## src/rtl/axil_reg_bank_if.sv

```systemverilog
// AXI4-Lite bus bundle shared by every control/status register bank and its master.
// The Slave modport is the register-bank side of the bus.
interface AXIL_IF #(
    parameter int ADDR_WIDTH = 12,
    parameter int DATA_WIDTH = 32
);
    logic [ADDR_WIDTH-1:0]   awaddr;
    logic [2:0]              awprot;
    logic                    awvalid;
    logic                    awready;
    logic [DATA_WIDTH-1:0]   wdata;
    logic [DATA_WIDTH/8-1:0] wstrb;
    logic                    wvalid;
    logic                    wready;
    logic [1:0]              bresp;
    logic                    bvalid;
    logic                    bready;
    logic [ADDR_WIDTH-1:0]   araddr;
    logic [2:0]              arprot;
    logic                    arvalid;
    logic                    arready;
    logic [DATA_WIDTH-1:0]   rdata;
    logic [1:0]              rresp;
    logic                    rvalid;
    logic                    rready;

    modport Slave (
        input  awaddr, awprot, awvalid, wdata, wstrb, wvalid, bready,
        input  araddr, arprot, arvalid, rready,
        output awready, wready, bresp, bvalid, arready, rdata, rresp, rvalid
    );

    modport Master (
        output awaddr, awprot, awvalid, wdata, wstrb, wvalid, bready,
        output araddr, arprot, arvalid, rready,
        input  awready, wready, bresp, bvalid, arready, rdata, rresp, rvalid
    );
endinterface

```

## src/rtl/axil_reg_bank.sv

```systemverilog
// Generic AXI4-Lite register bank: NUM_REGS words, each either read-write with byte
// strobes or a read-only shadow of hw_in, with per-register access pulses.
module axil_reg_bank #(
    parameter int                    ADDR_WIDTH  = 12,
    parameter int                    DATA_WIDTH  = 32,
    parameter int                    NUM_REGS    = 16,
    parameter logic [NUM_REGS-1:0]   RO_MASK     = '0,
    parameter logic [DATA_WIDTH-1:0] RESET_VALUE = '0
) (
    input  logic                           aclk,
    input  logic                           aresetn,
    AXIL_IF.Slave                          s_axil,
    output logic [NUM_REGS*DATA_WIDTH-1:0] reg_q,
    input  logic [NUM_REGS*DATA_WIDTH-1:0] hw_in,
    output logic [NUM_REGS-1:0]            wr_pulse,
    output logic [NUM_REGS-1:0]            rd_pulse
);
    localparam int STRB_W = DATA_WIDTH / 8;
    localparam int SHIFT  = $clog2(STRB_W);
    localparam int IDXW   = ADDR_WIDTH - SHIFT;
    localparam int SELW   = (NUM_REGS > 1) ? $clog2(NUM_REGS) : 1;
    localparam logic [1:0] RESP_OKAY   = 2'b00;
    localparam logic [1:0] RESP_SLVERR = 2'b10;

    logic                  awready_reg, wready_reg, bvalid_reg;
    logic                  arready_reg, rvalid_reg;
    logic                  aw_done_reg, w_done_reg;
    logic [IDXW-1:0]       widx_reg;
    logic [DATA_WIDTH-1:0] wdata_reg;
    logic [STRB_W-1:0]     wstrb_reg;
    logic [1:0]            bresp_reg, rresp_reg;
    logic [DATA_WIDTH-1:0] rdata_reg;
    logic [NUM_REGS-1:0]   wr_pulse_reg, rd_pulse_reg;
    logic [DATA_WIDTH-1:0] cur [NUM_REGS];

    logic                  aw_hs, w_hs, b_hs, ar_hs, r_hs;
    logic                  commit, w_inrange, w_legal, r_inrange;
    logic [IDXW-1:0]       widx, ridx;
    logic [SELW-1:0]       wsel, rsel;
    logic [DATA_WIDTH-1:0] wdata_c;
    logic [STRB_W-1:0]     wstrb_c;

    assign aw_hs = s_axil.awvalid && awready_reg;
    assign w_hs  = s_axil.wvalid  && wready_reg;
    assign b_hs  = bvalid_reg     && s_axil.bready;
    assign ar_hs = s_axil.arvalid && arready_reg;
    assign r_hs  = rvalid_reg     && s_axil.rready;

    // The second half of a write may arrive on the committing edge, so pick live or captured.
    always_comb begin
        widx      = aw_done_reg ? widx_reg  : s_axil.awaddr[ADDR_WIDTH-1:SHIFT];
        wdata_c   = w_done_reg  ? wdata_reg : s_axil.wdata;
        wstrb_c   = w_done_reg  ? wstrb_reg : s_axil.wstrb;
        wsel      = widx[SELW-1:0];
        commit    = (aw_hs || aw_done_reg) && (w_hs || w_done_reg);
        w_inrange = 32'(widx) < NUM_REGS;
        w_legal   = w_inrange && !RO_MASK[wsel];
        ridx      = s_axil.araddr[ADDR_WIDTH-1:SHIFT];
        rsel      = ridx[SELW-1:0];
        r_inrange = 32'(ridx) < NUM_REGS;
    end

    always_ff @(posedge aclk) begin
        if (!aresetn) begin
            awready_reg  <= 1'b0;
            wready_reg   <= 1'b0;
            aw_done_reg  <= 1'b0;
            w_done_reg   <= 1'b0;
            widx_reg     <= '0;
            wdata_reg    <= '0;
            wstrb_reg    <= '0;
            bvalid_reg   <= 1'b0;
            bresp_reg    <= RESP_OKAY;
            wr_pulse_reg <= '0;
        end else begin
            wr_pulse_reg <= '0;
            if (aw_hs) begin
                aw_done_reg <= 1'b1;
                widx_reg    <= s_axil.awaddr[ADDR_WIDTH-1:SHIFT];
            end
            if (w_hs) begin
                w_done_reg <= 1'b1;
                wdata_reg  <= s_axil.wdata;
                wstrb_reg  <= s_axil.wstrb;
            end
            if (commit) begin
                aw_done_reg <= 1'b0;
                w_done_reg  <= 1'b0;
                bvalid_reg  <= 1'b1;
                bresp_reg   <= w_legal ? RESP_OKAY : RESP_SLVERR;
                if (w_legal)
                    wr_pulse_reg[wsel] <= 1'b1;
            end else if (b_hs) begin
                bvalid_reg <= 1'b0;
            end
            awready_reg <= b_hs ? 1'b1 : (aw_hs ? 1'b0 : (!aw_done_reg && !bvalid_reg));
            wready_reg  <= b_hs ? 1'b1 : (w_hs  ? 1'b0 : (!w_done_reg  && !bvalid_reg));
        end
    end

    always_ff @(posedge aclk) begin
        if (!aresetn) begin
            arready_reg  <= 1'b0;
            rvalid_reg   <= 1'b0;
            rdata_reg    <= '0;
            rresp_reg    <= RESP_OKAY;
            rd_pulse_reg <= '0;
        end else begin
            rd_pulse_reg <= '0;
            if (ar_hs) begin
                rvalid_reg <= 1'b1;
                if (r_inrange) begin
                    rdata_reg          <= cur[rsel];
                    rresp_reg          <= RESP_OKAY;
                    rd_pulse_reg[rsel] <= 1'b1;
                end else begin
                    rdata_reg <= '0;
                    rresp_reg <= RESP_SLVERR;
                end
            end else if (r_hs) begin
                rvalid_reg <= 1'b0;
            end
            arready_reg <= r_hs ? 1'b1 : (ar_hs ? 1'b0 : !rvalid_reg);
        end
    end

    genvar gi;
    generate
        for (gi = 0; gi < NUM_REGS; gi++) begin : g_reg
            logic [DATA_WIDTH-1:0] q_reg;
            if (RO_MASK[gi]) begin : g_ro
                always_ff @(posedge aclk) begin
                    if (!aresetn)
                        q_reg <= '0;
                    else
                        q_reg <= hw_in[gi*DATA_WIDTH +: DATA_WIDTH];
                end
            end else begin : g_rw
                always_ff @(posedge aclk) begin
                    if (!aresetn) begin
                        q_reg <= RESET_VALUE;
                    end else if (commit && w_inrange && widx == IDXW'(gi)) begin
                        for (int b = 0; b < STRB_W; b++)
                            if (wstrb_c[b])
                                q_reg[b*8 +: 8] <= wdata_c[b*8 +: 8];
                    end
                end
            end
            assign cur[gi] = q_reg;
            assign reg_q[gi*DATA_WIDTH +: DATA_WIDTH] = q_reg;
        end
    endgenerate

    assign s_axil.awready = awready_reg;
    assign s_axil.wready  = wready_reg;
    assign s_axil.bvalid  = bvalid_reg;
    assign s_axil.bresp   = bresp_reg;
    assign s_axil.arready = arready_reg;
    assign s_axil.rvalid  = rvalid_reg;
    assign s_axil.rdata   = rdata_reg;
    assign s_axil.rresp   = rresp_reg;
    assign wr_pulse       = wr_pulse_reg;
    assign rd_pulse       = rd_pulse_reg;

    // Protection bits, byte offsets and the RW slices of hw_in carry no meaning here.
    logic unused_ok;
    assign unused_ok = &{1'b0, s_axil.awprot, s_axil.arprot, s_axil.awaddr[SHIFT-1:0],
                         s_axil.araddr[SHIFT-1:0], hw_in};
endmodule
```

## src/flat_wrapper.sv

```systemverilog
// flat-port wrapper written by rule: the top's interface ports become plain ports
module axil_reg_bank_flat 
#(
    parameter int                    ADDR_WIDTH  = 12,
    parameter int                    DATA_WIDTH  = 32,
    parameter int                    NUM_REGS    = 16,
    parameter logic [NUM_REGS-1:0]   RO_MASK     = '0,
    parameter logic [DATA_WIDTH-1:0] RESET_VALUE = '0
)
  (aclk, aresetn, reg_q, hw_in, wr_pulse, rd_pulse, s_axil_awaddr, s_axil_awprot, s_axil_awvalid, s_axil_wdata, s_axil_wstrb, s_axil_wvalid, s_axil_bready, s_axil_araddr, s_axil_arprot, s_axil_arvalid, s_axil_rready, s_axil_awready, s_axil_wready, s_axil_bresp, s_axil_bvalid, s_axil_arready, s_axil_rdata, s_axil_rresp, s_axil_rvalid);
  AXIL_IF #(.ADDR_WIDTH(ADDR_WIDTH), .DATA_WIDTH(DATA_WIDTH)) s_axil_i ();
  input  logic aclk;
  input  logic aresetn;
  output logic [NUM_REGS*DATA_WIDTH-1:0] reg_q;
  input  logic [NUM_REGS*DATA_WIDTH-1:0] hw_in;
  output logic [NUM_REGS-1:0] wr_pulse;
  output logic [NUM_REGS-1:0] rd_pulse;
  input wire logic [$bits(s_axil_i.awaddr)-1:0] s_axil_awaddr;
  input wire logic [$bits(s_axil_i.awprot)-1:0] s_axil_awprot;
  input wire logic [$bits(s_axil_i.awvalid)-1:0] s_axil_awvalid;
  input wire logic [$bits(s_axil_i.wdata)-1:0] s_axil_wdata;
  input wire logic [$bits(s_axil_i.wstrb)-1:0] s_axil_wstrb;
  input wire logic [$bits(s_axil_i.wvalid)-1:0] s_axil_wvalid;
  input wire logic [$bits(s_axil_i.bready)-1:0] s_axil_bready;
  input wire logic [$bits(s_axil_i.araddr)-1:0] s_axil_araddr;
  input wire logic [$bits(s_axil_i.arprot)-1:0] s_axil_arprot;
  input wire logic [$bits(s_axil_i.arvalid)-1:0] s_axil_arvalid;
  input wire logic [$bits(s_axil_i.rready)-1:0] s_axil_rready;
  output wire logic [$bits(s_axil_i.awready)-1:0] s_axil_awready;
  output wire logic [$bits(s_axil_i.wready)-1:0] s_axil_wready;
  output wire logic [$bits(s_axil_i.bresp)-1:0] s_axil_bresp;
  output wire logic [$bits(s_axil_i.bvalid)-1:0] s_axil_bvalid;
  output wire logic [$bits(s_axil_i.arready)-1:0] s_axil_arready;
  output wire logic [$bits(s_axil_i.rdata)-1:0] s_axil_rdata;
  output wire logic [$bits(s_axil_i.rresp)-1:0] s_axil_rresp;
  output wire logic [$bits(s_axil_i.rvalid)-1:0] s_axil_rvalid;
  assign s_axil_i.awaddr = s_axil_awaddr;
  assign s_axil_i.awprot = s_axil_awprot;
  assign s_axil_i.awvalid = s_axil_awvalid;
  assign s_axil_i.wdata = s_axil_wdata;
  assign s_axil_i.wstrb = s_axil_wstrb;
  assign s_axil_i.wvalid = s_axil_wvalid;
  assign s_axil_i.bready = s_axil_bready;
  assign s_axil_i.araddr = s_axil_araddr;
  assign s_axil_i.arprot = s_axil_arprot;
  assign s_axil_i.arvalid = s_axil_arvalid;
  assign s_axil_i.rready = s_axil_rready;
  assign s_axil_awready = s_axil_i.awready;
  assign s_axil_wready = s_axil_i.wready;
  assign s_axil_bresp = s_axil_i.bresp;
  assign s_axil_bvalid = s_axil_i.bvalid;
  assign s_axil_arready = s_axil_i.arready;
  assign s_axil_rdata = s_axil_i.rdata;
  assign s_axil_rresp = s_axil_i.rresp;
  assign s_axil_rvalid = s_axil_i.rvalid;
  axil_reg_bank #(.ADDR_WIDTH(ADDR_WIDTH), .DATA_WIDTH(DATA_WIDTH), .NUM_REGS(NUM_REGS), .RO_MASK(RO_MASK), .RESET_VALUE(RESET_VALUE)) u_core (.aclk(aclk), .aresetn(aresetn), .s_axil(s_axil_i), .reg_q(reg_q), .hw_in(hw_in), .wr_pulse(wr_pulse), .rd_pulse(rd_pulse));
endmodule
```

## config.mk

```make
export PLATFORM = sky130hd
export DESIGN_NAME = axil_reg_bank_flat
export DESIGN_NICKNAME = d
export VERILOG_FILES = /design/src/rtl/axil_reg_bank_if.sv /design/src/rtl/axil_reg_bank.sv /design/src/flat_wrapper.sv
export SDC_FILE = /design/constraint.sdc
export NUM_CORES = 1
export LEC_CHECK = 0
export ABC_CLOCK_PERIOD_IN_PS = 6050
export CORE_AREA = 2 2 461 463
export CTS_CLUSTER_DIAMETER = 120
export DETAILED_ROUTE_END_ITERATION = 8
export DIE_AREA = 0 0 463 465
export SLEW_MARGIN = 20
export SYNTH_ARGS = -nofsm -noshare
export SYNTH_HDL_FRONTEND = slang
export SYNTH_SLANG_ARGS = --single-unit
```

## constraint.sdc

```tcl
create_clock -name aclk -period 6.05 [get_ports aclk]
set_input_delay 1.815 -clock aclk [delete_from_list [all_inputs] [get_ports aclk]]
set_output_delay 1.815 -clock aclk [all_outputs]
set_load 0.05 [all_outputs]
```

Yosys cells after proc, flatten, opt, wreduce, memory -nomap -nowiden

Memory sizes are Yosys's and may differ from the RTL's.
Cells that the tools add are included.
W data, S select, Z words.

Input port bits: 585
Memories: 1
Memory bits (read-only): 16
Register bits: 633

Equal/unequal tests: 15
Muxes and demuxes: 24
Bitwise gates (word level): 2
$lt $le $gt $ge: 7
Reduce and logical (&&, ||, !) cells: 105

Memories:

| name             | depth | width | rd ports | clocked after Yosys merged registers in | write ports | line                | text |
|---|---|---|---|---|---|---|---|
| (name not given) | 16    | 1     | 1        | 0                                       | 0           | axil_reg_bank.sv:57 | `w_legal = w_inrange && !RO_MASK[wsel];` |

Operators by type and width:

| kind                  | count |
|---|---|
| $bmux W32 S4          | 1 |
| $mux W32              | 4 |
| $reduce_and A2 Y1     | 64 |
| $eq A10 B4 Y1 const B | 8 |
| $eq A10 B3 Y1 const B | 4 |
| $logic_and A1 B1 Y1   | 28 |
| $eq A10 B2 Y1 const B | 2 |
| $lt A10 B5 Y1 const B | 2 |
| $mux W1               | 13 |
| $eq A10 B1 Y1 const B | 1 |
| $logic_not A10 Y1     | 1 |
| $lt A4 B5 Y1 const B  | 2 |
| $mux W10              | 1 |
| $demux W1 S4          | 2 |
| $ge A4 B1 Y1 const B  | 2 |
| $reduce_and A3 Y1     | 2 |
| $ge A5 B5 Y1 const B  | 1 |
| $logic_not A1 Y1      | 5 |
| $not A4 Y5            | 1 |
| $mux W2               | 2 |
| $mux W4               | 1 |
| $reduce_bool A2 Y1    | 2 |
| $logic_or A1 B1 Y1    | 2 |
| $reduce_or A2 Y1      | 1 |
| $not A1 Y1            | 1 |

Longest topological paths before layout

Gate-level depths: netlist of the first run.

Depth in word-level cells: 6
Gate-level depth with buffers: 9

Least setup slack after synthesis of the first run

OpenSTA, ideal clock, no wires.

Path type: input to register
Start point: input s_axil_araddr[2]
End point: register u_core.rdata_reg[16] (netlist: u_core.s_axil.rdata[16])
Path slack: 2.212 ns
Arrival: 3.718 ns
Buffers on the path: 3
Library setup time: 0.120 ns
Cell stages on the path: 6
Cell sequence: buf_2 buf_2 buf_1 mux4_2 a32o_1 a211o_1

Longest elaborated chain between the ends: 5
Elaborated cells between the ends (all ways): 6
Classes of those cells: 1 x order compare; 4 x mux; 1 x bitwise

Ends and longest elaborated chain:

| element                                      | line                 | text |
|---|---|---|
| start: declaration                           | flat_wrapper.sv:25   | `input wire logic [$bits(s_axil_i.araddr)-1:0] s_axil_araddr;` |
| $not A4 Y5 (not written as such)             | axil_reg_bank.sv:113 | `rdata_reg <= cur[rsel];` |
| $bmux W32 S4                                 | axil_reg_bank.sv:113 |  |
| $mux W32 (not written as such) (2 in series) | axil_reg_bank.sv:113 |  |
| $mux W32 *                                   | axil_reg_bank.sv:112 | `if (r_inrange) begin` |
| end signal: assignment                       | axil_reg_bank.sv:113 |  |
| end: declaration                             | axil_reg_bank.sv:32  | `logic [DATA_WIDTH-1:0] rdata_reg;` |

Mark *: on every way between the ends. The rest lies on a longest branch, timed or not. The select of a mux whose other input is x is not followed.
A chain may end at the register's enable or synchronous reset.

Worst setup path after layout of the first run

Start point: input s_axil_awaddr[7]
End point: register u_core.g_reg[0].q_reg[22]

Longest elaborated chain between the ends: 5
Elaborated cells between the ends (all ways): 6
Classes of those cells: 1 x order compare; 1 x mux; 4 x reduce/logical

Ends and longest elaborated chain:

| element                        | line                 | text |
|---|---|---|
| start: declaration             | flat_wrapper.sv:18   | `input wire logic [$bits(s_axil_i.awaddr)-1:0] s_axil_awaddr;` |
| $mux W10 *                     | axil_reg_bank.sv:51  | `widx = aw_done_reg ? widx_reg : s_axil.awaddr[ADDR_WIDTH-1:SHIFT];` |
| $lt A10 B5 Y1                  | axil_reg_bank.sv:56  | `w_inrange = 32'(widx) < NUM_REGS;` |
| $logic_and A1 B1 Y1            | axil_reg_bank.sv:142 | `end else if (commit && w_inrange && widx == IDXW'(gi)) begin` |
| $logic_and A1 B1 Y1 *          | axil_reg_bank.sv:142 |  |
| $reduce_and A2 Y1 (no line) *  | -                    |  |
| end signal: indexed assignment | axil_reg_bank.sv:145 | `q_reg[b*8 +: 8] <= wdata_c[b*8 +: 8];` |
| end: declaration               | axil_reg_bank.sv:130 | `logic [DATA_WIDTH-1:0] q_reg;` |

Mark *: on every way between the ends. The rest lies on a longest branch, timed or not.

==> reports/qor.csv, run 1 <==
metric,value,unit
crit_type,in2reg,
fp.dieW,463,um
avgSynthCellArea,10.0,um^2
cp_slowest_cell,o221a_2,
synth_xor_area_share,0,%
root_buffer,clkbuf_16,
synth_commonest_cells,"dfxtp_1, nand3_1, o21ai_0, nand2_1, mux2i_1",
grt-ovfl-total,0,
yosysMostFrequentCell,dfxtp_1,
synth_fa_ha_area_share,0,%
rsz0062_at_grt,no,
total_power,0.00953,W
setup.worst_path.end_class,flop,
async_flop_share,0,%
setup_tns,0,ps
clk_pin_slew,60,ps
rows,169,
min_from,u_core.wdata_reg[18],
cts_sinks,631,
cts_buffers,74,
cts_tree,done,
hp-class,reg2reg,
synth.area.mux_share,19.7,%
via_count,23600,
critPathLaunchType,input port,
worst_pin_slew,1110,ps
cp.arrival,4990,ps
timing.final.crit_share,72.8,%
post_drt_wl_per_cell,23.4,um
crit_start,s_axil_awaddr[7],
reg2reg_from,u_core.aw_done_reg,
worstSkewPairLatency,680,ps
grt_pass1_wl,189000,um
max_stage_delay,680,ps
ios,1170,
setup-violations-final,0,
syn_to_final_growth,48.7,%
synth_top_cell_by_area,dfxtp_1,
synth_compound_area_share,12.9,%
outcome,finished clean,
core,211000,um^2
fmax,227,MHz
cts_resized,0,
drtIter0Drc,2451,
ys_seq_area_share,49.3,%
yosys.area.top_type_share,49.3,%
fin_nets,3717,
synthTopCellsByArea,"dfxtp_1, mux4_2, nand3_1, o21ai_0, mux2i_1",
htree_levels,3,
routed_wl,141000,um
grt_pass1_vias,22300,
place_inst,5876,
finClkSkew,32.7,ps
stdcell_count,6017,
max_slew_margin,25.8,%
cts_setup_buffers,0,
max_cap_violations,0,
gp_congestion,0.861,
hpwl,110000,um
yosys.area_share.simple,14.4,%
synth-edff-count,0,
power_density,250,nW/um^2
synth_top_flop_cell,dfxtp_1,
grt_usage,12.6,%
maxSlewViolCount,0,
synth_top_family_by_area,multiplexers,
drive_gt1_share,13.3,%
ys_types,50,
n_fill_cell,23300,
holdBufCountCts,0,
period_minus_slack,4410,ps
yosysWarnings,0,
synthCells,2561,
multi_input_area,12200,um^2
worstPathCellList,clkdlybuf4s50_1 > or4_4 > nor4_4 > o221a_2 > buf_4 > and2_1 > mux2i_1,
p_leak,12.8,nW
cts_buffer_depth,3,
ant_nets,0,
syn_area,25600,um^2
die_area,215000,um^2
initial_core_util,12.2,%
synth-seq-cells,631,
drc,0,
drtPass1Iterations,5,
die_y,465,um
antenna_found_initial,25,
worstPathRequired,6640,ps
path_max_fanout,8,
largest_register_ffs,512,
seq_area,12600,um^2
finalHoldViolations,0,
vdd_drop_max,192,uV
via_per_inst,3.92,
io_buffers,645,
grt_max_degree,114,
## cell type report
cell class | instances | share of cell area, %
sequential | 631 | 33.2
multi-input combinational | 1688 | 32.1
timing repair buffer | 733 | 18.8
tap | 2821 | 9.26
clock buffer | 108 | 5.64
clock inverter | 21 | 0.965
antenna | 11 | 0.0722
inverter | 4 | 0.0460
## metrics by stage
step | instance area, um^2 | hold WS (ps) | setup WS, ps | utilization, %
after floorplan | 25600 | 440 | 2210 | -
after global placement | 35500 | 444 | 935 | 16.9
after detailed placement | 35600 | 453 | 880 | 16.9
after CTS | 38100 | 461 | 1620 | 18.1
after global routing | 38100 | 482 | 1480 | 18.1
final | 38100 | 459 | 1640 | 18.1
## cells by family after synthesis
| group | Yosys count |
|---|---|
| AO/OA/AOI/OAI | 556 |
| buffers and inverters | 243 |
| flip-flops | 631 |
| multiplexers | 339 |
| other | 1 |
| AND/OR/NAND/NOR | 791 |
## layer usage
layer  track usage [%]  wire, um  vias up
li1                  -         -    10500
met1              16.3     61100    11600
met2              18.6     59400     1262
met3              4.93     15100      212
met4              4.70      5300       18
met5                 0       132        -
## worst max-delay path, delay by kind of cell
kind / cells / cell delay (ps)
simple gates: 3 / 1430
compound gates: 1 / 680
buf+inv: 2 / 790
mux: 1 / 250
## cell usage in the layout (no fill, tap or decap), types with 3 or more instances in the layout
cell,synthesis,layout
clkdlybuf4s50_1,0,635
dfxtp_1,631,630
nand3_1,392,391
o21ai_0,363,363
nand2_1,316,314
mux2i_1,179,179
mux4_2,128,128
buf_4,3,83
clkbuf_16,0,75
a21boi_0,50,50
mux2_2,32,32
nor2_1,30,28
o2111ai_1,47,26
o21ai_1,25,24
o221ai_1,23,23
o2111ai_2,1,21
a21oi_1,20,20
clkbuf_1,171,18
clkbuf_8,0,16
diode_2,0,11
nand2_4,10,10
a32o_1,9,8
nor3_1,7,7
bufinv_16,0,6
buf_2,24,6
and2_1,6,5
a211o_1,5,5
nor4_1,4,4
nand3b_1,4,4
a21oi_2,4,4
nand2b_1,4,4
a221o_1,4,4
inv_6,0,4
buf_12,0,4
inv_1,3,3
clkinv_2,0,3
## report_power, final
part	switching (W)	internal, W	leakage, nW
clock network	0.00191	0.00275	1.22
logic	0.000498	0.000168	6.53
registers	0.0000196	0.00418	5.09
## final timing paths
kind	cells after the start	slack (ps)	to
setup / recovery	7	1640	u_core.g_reg[0].q_reg[22]
hold / removal	2	460	u_core.wdata_reg[18]
setup reg to reg	5	2190	u_core.g_reg[0].q_reg[22]
hold reg to reg	2	460	u_core.wdata_reg[18]
Note: power is estimated with default switching activity, not from simulation.
==> run 2, diff against run 1 <==
--- a/config.mk
+++ b/config.mk
@@ -5,7 +5,7 @@
 export SDC_FILE = /design/constraint.sdc
 export NUM_CORES = 1
 export LEC_CHECK = 0
-export ABC_CLOCK_PERIOD_IN_PS = 6050
+export ABC_CLOCK_PERIOD_IN_PS = 4170
 export CORE_AREA = 2 2 461 463
 export CTS_CLUSTER_DIAMETER = 120
 export DETAILED_ROUTE_END_ITERATION = 8
==> constraint.sdc (replaced) <==
create_clock -name aclk -period 4.17 [get_ports aclk]
set_input_delay 1.251 -clock aclk [delete_from_list [all_inputs] [get_ports aclk]]
set_output_delay 1.251 -clock aclk [all_outputs]
set_load 0.05 [all_outputs]
==> run 2 against run 1 <==
Wire length rose by 1.7%. Critical path depth is 6 lower. Total power increased by 42%. Global-route usage grew 0.27 points. Setup slack worse by 870 ps. Final area up 0.94%. Sequential power up 45%. Clock power is 38% higher. First-iteration DRC count down 5.3%.
==> reports/qor.csv, run 2 (synthesis results as in run 1) <==
metric,value,unit,change
timing.final.crit_share,81.3,%,
grt_pass1_wl,193000,um,was 189000 um
antenna_found_initial,25,,unchanged
drc,0,,unchanged
via_count,23700,,was 23600
maxSlewViolCount,0,,unchanged
critPathLaunchType,flop,,was input port
path_max_fanout,3,,was 8
worstPathCellList,clkdlybuf4s50_1,,was clkdlybuf4s50_1 > or4_4 > nor4_4 > o221a_2 > buf_4 > and2_1 > mux2i_1
core,211000,um^2,unchanged
worst_pin_slew,1010,ps,was 1110 ps
cts_tree,done,,unchanged
cts_setup_buffers,0,,unchanged
setup-violations-final,0,,unchanged
drtPass1Iterations,5,,unchanged
root_buffer,clkbuf_16,,unchanged
min_from,u_core.wdata_reg[25],,was u_core.wdata_reg[18]
largest_register_ffs,512,,unchanged
die_area,215000,um^2,unchanged
routed_wl,143000,um,was 141000 um
postLayoutCoreUtil,18.2,%,was 18.1%
fp.dieW,463,um,unchanged
finClkSkew,41.8,ps,was 32.7 ps
fmax,295,MHz,
die_y,465,um,unchanged
seq_area,12600,um^2,unchanged
hold_path_depth,2,,unchanged
hp-class,reg2reg,,unchanged
multi_input_area,12200,um^2,about the same
ios,1170,,unchanged
grt_pass1_vias,22800,,was 22300
syn_to_final_growth,50.2,%,was 48.7%
cp.arrival,2140,ps,was 4990 ps
setup.worst_path.end_class,output port,,was flop
rrSetupSlack,900,ps,was 2190 ps
post_drt_wl_per_cell,23.7,um,was 23.4 um
htree_levels,3,,unchanged
period_minus_slack,3390,ps,
final_common_cell,clkdlybuf4s50_1,,unchanged
r2r_end,u_core.g_reg[15].q_reg[9],,was u_core.g_reg[0].q_reg[22]
p_leak,13.1,nW,was 12.8 nW
via_per_inst,3.92,,about the same
finalHoldViolations,0,,unchanged
ant_nets,0,,unchanged
reg2reg_from,u_core.aw_done_reg,,unchanged
gp_congestion,0.880,,was 0.861
worstPathRequired,2920,ps,was 6640 ps
rows,169,,unchanged
cts_resized,0,,unchanged
holdBufCountCts,0,,unchanged
worstSkewPairLatency,690,ps,was 680 ps
outcome,finished clean,,unchanged
drtIter0Drc,2322,,was 2451
grt_max_degree,201,,was 114
drive_gt1_share,14.6,%,was 13.3%
power_density,351,nW/um^2,was 250 nW/um^2
io_buffers,645,,unchanged
clk_pin_slew,60,ps,about the same
max_slew_margin,32.8,%,was 25.8%
critical_path_buf_inv_count,1,,was 2
max_stage_delay,1100,ps,was 680 ps
n_fill_cell,23200,,was 23300
final_cell_mix,"clkdlybuf4s50_1, dfxtp_1, nand3_1",,unchanged
crit_type,reg2out,,was in2reg
rsz0062_at_grt,no,,unchanged
grt-ovfl-total,0,,unchanged
cp_slowest_cell,clkdlybuf4s50_1,,was o221a_2
hold_ws,462,ps,was 459 ps
crit_family,buffers and inverters,,was simple AND/OR/NAND/NOR gates
vdd_drop_max,277,uV,was 192 uV
initial_core_util,12.2,%,unchanged
hold_path_end,u_core.wdata_reg[25],,was u_core.wdata_reg[18]
cts_sinks,631,,unchanged
fin_nets,3764,,was 3717
worstRegToRegCells,6,,was 5
cts_buffer_depth,3,,unchanged
grt_usage,12.8,%,was 12.6%
max_cap_violations,0,,unchanged
cts_buffers,73,,was 74
hpwl,111000,um,was 110000 um
setup_tns,0,ps,unchanged
[run 2: cell types whose count changed in the layout (fill, tap and decap cells not counted), sizes merged]
cell and change:
clkinv +7, buf +52, clkbuf -5, clkdlybuf4s50 -4, clkinvlp +1, bufinv -4
inv -1
[run 2: cell type report]
type | count | share of cell area, %
Multi-Input combinational cell | 1688 | 31.7
Inverter | 4 | 0.0455
Sequential cell | 631 | 32.8
Clock buffer | 103 | 5.46
Tap cell | 2821 | 9.18
Clock inverter | 24 | 0.732
Antenna cell | 11 | 0.0716
Timing Repair Buffer | 781 | 20.0
[run 2: per-stage QoR]
| stage | power (W) | cells | setup WS, ps | instance area, um^2 |
|---|---|---|---|---|
| after floorplan | 0.00671 | 2562 | 896 | 25600 |
| after global placement | 0.00721 | 5925 | 288 | 36100 |
| after detailed placement | 0.00721 | 5925 | 258 | 36100 |
| after CTS | 0.0137 | 6052 | 591 | 38400 |
| after global routing | 0.0140 | 6052 | 628 | 38400 |
| final | 0.0135 | 6063 | 778 | 38500 |
[run 2: tightest hold or removal path, cell delays in order, from the launching register on]
cell	delay, ps
dfxtp_1	300
nand2_1	50
a21boi_0	60
[run 2: where the power goes]
part | total (W) | switching, W | internal (W)
combinational | 0.000952 | 0.000687 | 0.000264
sequential | 0.00610 | 0.0000379 | 0.00606
clock | 0.00645 | 0.00278 | 0.00367
total | 0.0135 | 0.00351 | 0.0100
[run 2: routing by layer]
metal | GRT usage (%) | wire [um]
met5 | 0 | 196
met2 | 19.5 | 61500
met1 | 16.1 | 60700
met3 | 5.46 | 15700
met4 | 4.52 | 5310
[run 2: worst max-delay path by stage]
stage / from / to / slack, ps / cells past startpoint
final: u_core.g_reg[1].q_reg[8] / reg_q[40] / 780 / 1
after global routing: u_core.g_reg[8].q_reg[4] / reg_q[260] / 630 / 1
after detailed placement: s_axil_awaddr[2] / u_core.g_reg[13].q_reg[2] / 260 / 7
after CTS: u_core.g_reg[8].q_reg[4] / reg_q[260] / 590 / 1
after floorplan: s_axil_araddr[2] / u_core.s_axil.rdata[16] / 900 / 6
after global placement: s_axil_awaddr[2] / u_core.g_reg[13].q_reg[3] / 290 / 7
